## src/rtl/uart_prog_pkg.sv

```systemverilog
// Shared types and constants for the UART program loader.
package uart_prog_pkg;

  typedef enum logic [1:0] {
    ST_IDLE  = 2'd0,
    ST_START = 2'd1,
    ST_DATA  = 2'd2,
    ST_STOP  = 2'd3
  } rx_state_e;

  localparam logic [31:0] EOF_WORD_DEFAULT = 32'h0000_0FFF;

endpackage

```

## src/rtl/uart_rx_byte.sv

```systemverilog
// 8N1 byte receiver: input synchronizer, start/data/stop FSM and bit timer.
module uart_rx_byte
  import uart_prog_pkg::*;
#(
  parameter int unsigned CLKS_PER_BIT = 347
) (
  input  logic       clk,
  input  logic       rst_n,
  input  logic       rx_i,
  output logic       byte_valid_c,
  output logic [7:0] byte_data,
  output logic       frame_err_c
);

  localparam int unsigned CNT_W = $clog2(CLKS_PER_BIT);
  localparam int unsigned HALF  = CLKS_PER_BIT / 2;

  rx_state_e        state_q, state_d;
  logic [CNT_W-1:0] cnt_q, cnt_d;
  logic [2:0]       bit_q, bit_d;
  logic [7:0]       shift_q, shift_d;
  logic             rx_meta_q, rx_s;

  assign byte_data = shift_q;

  // Two-flop synchronizer, idle-high reset value
  always_ff @(posedge clk or negedge rst_n) begin
    if (!rst_n) begin
      rx_meta_q <= 1'b1;
      rx_s      <= 1'b1;
    end else begin
      rx_meta_q <= rx_i;
      rx_s      <= rx_meta_q;
    end
  end

  always_ff @(posedge clk or negedge rst_n) begin
    if (!rst_n) begin
      state_q <= ST_IDLE;
      cnt_q   <= '0;
      bit_q   <= '0;
      shift_q <= '0;
    end else begin
      state_q <= state_d;
      cnt_q   <= cnt_d;
      bit_q   <= bit_d;
      shift_q <= shift_d;
    end
  end

  // Strobes are decoded from registered state so the loader can register on the sample edge
  always_comb begin
    state_d      = state_q;
    cnt_d        = cnt_q + CNT_W'(1);
    bit_d        = bit_q;
    shift_d      = shift_q;
    byte_valid_c = 1'b0;
    frame_err_c  = 1'b0;
    unique case (state_q)
      ST_IDLE: begin
        cnt_d = '0;
        if (!rx_s) begin
          state_d = ST_START;
          bit_d   = '0;
        end
      end
      ST_START: begin
        if (cnt_q == CNT_W'(HALF - 1)) begin
          cnt_d   = '0;
          state_d = rx_s ? ST_IDLE : ST_DATA;
        end
      end
      ST_DATA: begin
        if (cnt_q == CNT_W'(CLKS_PER_BIT - 1)) begin
          cnt_d   = '0;
          shift_d = {rx_s, shift_q[7:1]};
          bit_d   = bit_q + 3'd1;
          if (bit_q == 3'd7) state_d = ST_STOP;
        end
      end
      ST_STOP: begin
        if (cnt_q == CNT_W'(CLKS_PER_BIT - 1)) begin
          cnt_d   = '0;
          state_d = ST_IDLE;
          if (rx_s) byte_valid_c = 1'b1;
          else      frame_err_c  = 1'b1;
        end
      end
      default: state_d = ST_IDLE;
    endcase
  end

endmodule

```

## src/rtl/uart_prog_loader.sv

```systemverilog
// UART program loader: packs received bytes into little-endian words and writes
// them to instruction memory until the end-of-program marker arrives.
module uart_prog_loader
  import uart_prog_pkg::*;
#(
  parameter int unsigned CLKS_PER_BIT = 347,
  parameter int unsigned ADDR_W       = 10,
  parameter logic [31:0] EOF_WORD     = EOF_WORD_DEFAULT
) (
  input  logic              clk,
  input  logic              rst_n,
  input  logic              rx_i,
  output logic              mem_we_o,
  output logic [ADDR_W-1:0] mem_addr_o,
  output logic [31:0]       mem_wdata_o,
  output logic              done_o,
  output logic              frame_err_o
);

  logic        byte_valid_c, frame_err_c;
  logic [7:0]  byte_data;
  logic [1:0]  byte_idx_q, byte_idx_d;
  logic [31:0] word_q, word_d, full_word;
  logic [ADDR_W-1:0] addr_d;
  logic [31:0] wdata_d;
  logic        we_d, done_d, ferr_d;

  uart_rx_byte #(
    .CLKS_PER_BIT(CLKS_PER_BIT)
  ) u_rx (
    .clk         (clk),
    .rst_n       (rst_n),
    .rx_i        (rx_i),
    .byte_valid_c(byte_valid_c),
    .byte_data   (byte_data),
    .frame_err_c (frame_err_c)
  );

  assign full_word = {byte_data, word_q[23:0]};

  // Word assembly; after done every received byte and frame error is ignored
  always_comb begin
    byte_idx_d = byte_idx_q;
    word_d     = word_q;
    addr_d     = mem_addr_o;
    wdata_d    = mem_wdata_o;
    we_d       = 1'b0;
    done_d     = done_o;
    ferr_d     = frame_err_o;
    if (mem_we_o) addr_d = mem_addr_o + ADDR_W'(1);
    if (!done_o) begin
      if (frame_err_c) ferr_d = 1'b1;
      if (byte_valid_c) begin
        word_d[{byte_idx_q, 3'b000} +: 8] = byte_data;
        byte_idx_d = byte_idx_q + 2'd1;
        if (byte_idx_q == 2'd3) begin
          if (full_word == EOF_WORD) begin
            done_d = 1'b1;
          end else begin
            we_d    = 1'b1;
            wdata_d = full_word;
          end
        end
      end
    end
  end

  always_ff @(posedge clk or negedge rst_n) begin
    if (!rst_n) begin
      byte_idx_q  <= '0;
      word_q      <= '0;
      mem_addr_o  <= '0;
      mem_wdata_o <= '0;
      mem_we_o    <= 1'b0;
      done_o      <= 1'b0;
      frame_err_o <= 1'b0;
    end else begin
      byte_idx_q  <= byte_idx_d;
      word_q      <= word_d;
      mem_addr_o  <= addr_d;
      mem_wdata_o <= wdata_d;
      mem_we_o    <= we_d;
      done_o      <= done_d;
      frame_err_o <= ferr_d;
    end
  end

endmodule

```

## config.mk

```make
export PLATFORM = sky130hd
export DESIGN_NAME = uart_prog_loader
export DESIGN_NICKNAME = d
export VERILOG_FILES = /design/src/rtl/uart_prog_pkg.sv /design/src/rtl/uart_rx_byte.sv /design/src/rtl/uart_prog_loader.sv
export SDC_FILE = /design/constraint.sdc
export NUM_CORES = 1
export LEC_CHECK = 0
export CAP_MARGIN = 5
export CORE_UTILIZATION = 58
export DETAILED_ROUTE_END_ITERATION = 7
export PLACE_DENSITY = 0.82
export SLEW_MARGIN = 30
export SYNTH_ARGS = -nofsm -noshare
export SYNTH_HDL_FRONTEND = slang
export SYNTH_SLANG_ARGS = --single-unit
export TNS_END_PERCENT = 30
```

## constraint.sdc

```tcl
create_clock -name clk -period 5.6 [get_ports clk]
set_input_delay 0.84 -clock clk [delete_from_list [all_inputs] [get_ports clk]]
set_output_delay 0.84 -clock clk [all_outputs]
set_load 0.02 [all_outputs]
```

==> key figures <==
Power
  • Static Leak: 2.37 nW
  • Pwr dens: around 240 mW/mm²
  • Worst VDD drop: 0.000147 V

Logic synthesis
  • Number of synthesis warnings: 0
  • Seq cells post-synth: 95
  • EDFF count, synth: 0
  • Top_reg_cell synth: dfrtp_1
  • Mapped Avg Cell Area: 12.9 µm²
  • Synth Cell Area: ~0.0042 mm²
  • Post-synth ARST share: 100%
  • Yosys top cell by area: dfrtp_1
  • Register area share after synthesis: 57.2%
  • Yosys top cell area share: a little under three fifths
  • Synth area leaders: dfrtp_1, mux2_1, a21bo_2
  • Synth Net Count: 337
  • Post-synthesis cell type count: 41
  • Synthesized instance count: 323

Worst hold path
  • Hold path cells: 0
  • Worst Hold Class: flop to flop
  • Hold_sp: u_rx.rx_meta_q

Die
  • Core Area: 0.00687 mm²
  • Initial Utilization: 60.6%
  • Row count: 30
  • Die area: 0.00752 mm²
  • Die Y: a little under 90 µm
  • Die width: slightly below 90 µm
  • Io pins: 48

Placement
  • Worst Setup Slack post-DPL: 2.51 ns
  • Dpl hpwl: 5420 µm
  • PortBufs: 47
  • Placer Congestion: approximately 0.85

Timing
  • Min Tclk post-route: 3.07 ns
  • Tcrit/Tclk final: a little over half
  • Rel. slew slack: between 30% and 40%
  • Final WS setup: roughly 2.5 ns
  • Final setup viols: 0
  • Fin. max-slew vios: 0
  • Final Skew: around 0.012 ns
  • Slew @ Worst Pin: between 0.9 and 1 ns
  • Final hold vios: 0
  • Unrepaired setup endpoints after global routing: no
  • Setup tns final: 0 ns
  • Fmax: ~330 MHz

CTS
  • Resize count post-CTS: 0
  • Clock Latency Late Sink: 0.37 ns
  • H-tree levels: 3
  • Max clock buf depth: 2
  • Root buf cell: clkbuf_8
  • Clock transition at path regs: 0.09 ns
  • Post-CTS Hold Buffers: 0
  • Num CTS Buffers: 9
  • Setup bufs post-CTS: 0
  • CTS tree: yes
  • CTS sink count: 95

Routing
  • TritonRoute pass-1 iters: 4
  • DRT iter0 DRCs: 201
  • Routed Wire Length: 7740 µm
  • Via count: around 2700
  • WL/cell: 16.4 µm
  • Post-route ant nets: 0
  • Vias per inst: 5.65
  • Post-route DRC: 0

Global routing
  • Total track usage: 23.1%
  • GRT Residual Overflow: 0
  • M3 GR Usage: 4.48%
  • Number of global-route vias before repair: 2680
  • GR Layer Usage met2: 37.0%
  • Initial antenna violation count: 0
  • Top Usage Layer GRT: met2
  • First-pass GRT wire length: 13100 µm
  • Met1 usage: between 30% and 40%
  • Pin count of the biggest net entering global routing: 53

Finish
  • Register area: 0.00238 mm²
  • Area of the multi-input gates: 0.00169 mm²
  • Number of diodes: 0
  • Final nets: 386
  • Fillers: 500
  • Share of cells above drive strength 1: between 15 and 20%
  • Util after Layout: 71.9%
  • Area growth syn-to-layout: 18.7%

Worst setup path
  • Setup crit start: u_rx.byte_data[5]
  • Crit path kind: flop to flop
  • Reg2reg path depth: 5
  • CP Capture Type: flop
  • WP data arrival: 3.32 ns
  • CP max FO: 18
  • Element type at the critical path start: flop
  • CP required: 5.85 ns
  • R2r startpoint: u_rx.byte_data[5]

Run status
  • Outcome: finished, final reports clean

Flow run
  • Max-Cap Viols: 0
==> state kept, by name, indices dropped and copies added (netlist names), 2 cells and up, named ones only <==
| name | cells |
|---|---|
| mem_wdata_o | 32 |
| word_q | 24 |
| mem_addr_o | 10 |
| u_rx.cnt_q | 9 |
| u_rx.byte_data | 8 |
| u_rx.bit_q | 3 |
| byte_idx_q | 2 |
==> cells in the mapped netlist (8+ instances only) <==
| cell type | n |
|---|---|
| clkbuf_1 | 8 |
| nand2_1 | 16 |
| mux2_1 | 30 |
| inv_1 | 8 |
| nor2_1 | 17 |
| a21bo_2 | 24 |
| nand4_1 | 30 |
| mux2_2 | 10 |
| xnor2_1 | 11 |
| ha_1 | 11 |
| dfrtp_1 | 93 |
==> kinds of logic (layout without fill, tap and decap cells) <==
group | Yosys count | in the layout | synth area share [%]
DFF | 95 | 95 | 57.2
adders and majority gates | 11 | 11 | 3.31
xor gates and xnor gates | 17 | 17 | 3.58
buffers and inverters | 20 | 74 | 2.38
muxes | 43 | 43 | 11.5
AOI/OAI and AO/OA | 37 | 37 | 8.33
and+or+nand+nor | 100 | 100 | 13.7
==> worst max-delay path, cell delays in order (launching register included) <==
cell and delay (ns):
dfrtp_1 0.45, or4_1 0.53, or4_4 0.51, o311ai_4 0.69, buf_4 0.40, mux2_1 0.37
==> placed cells by master, fill, tap and decap left out, types with 3 or more instances in the layout <==
cell              n
a21bo_2          24
buf_4             4
clkbuf_8         10
clkdlybuf4s50_1  46
dfrtp_1          93
ha_1             11
inv_1             8
mux2_1           30
mux2_2           10
mux2i_1           3
nand2_1          16
nand3_1           6
nand4_1          30
nor2_1           17
nor2b_1           3
nor3_1            5
nor3b_1           3
nor4_1            4
o21ai_0           4
or4_1             3
xnor2_1          11
xor2_1            6
==> final timing paths <==
path / endpoint / slack [ns]
min reg2reg: u_rx.rx_s / 0.36
max reg2reg: mem_wdata_o[5] / 2.53
max: mem_wdata_o[5] / 2.53
min: u_rx.rx_s / 0.36
min in group asynchronous: mem_wdata_o[13] / 0.44
max in group asynchronous: u_rx.cnt_q[0] / 4.12
==> report_power, final <==
part | internal [mW] | total [mW] | switching (mW)
clock network | 0.266 | 0.505 | 0.239
registers | 0.687 | 0.687 | 0.000766
logic | 0.00163 | 0.0144 | 0.0127
==> final cells by class <==
cell class,count,share of cell area [%]
Clock inverter,6,1.82
Inverter,8,0.608
Timing Repair Buffer,50,9.93
Tap cell,96,2.43
Clock buffer,10,2.79
Sequential cell,95,48.2
Multi-Input combinational cell,208,34.2
==> metal layers <==
layer	vias to the layer above	share of wire (%)	wire (µm)
met2	57	49	3800
met5	-	0	0
met3	10	3.3	256
met1	1336	46	3550
met4	0	1.7	128
li1	1270	-	-
==> through the flow <==
stage,std cells,hold slack (ns),instance area [µm²],power (mW)
floorplan,323,0.345,4160,0.701
global placement,457,0.345,4710,0.716
detailed placement,457,0.347,4710,0.717
CTS,473,0.361,4940,1.22
global route,473,0.362,4940,1.25
finish,473,0.361,4940,1.21
Note: power is estimated with default switching activity, not from simulation.
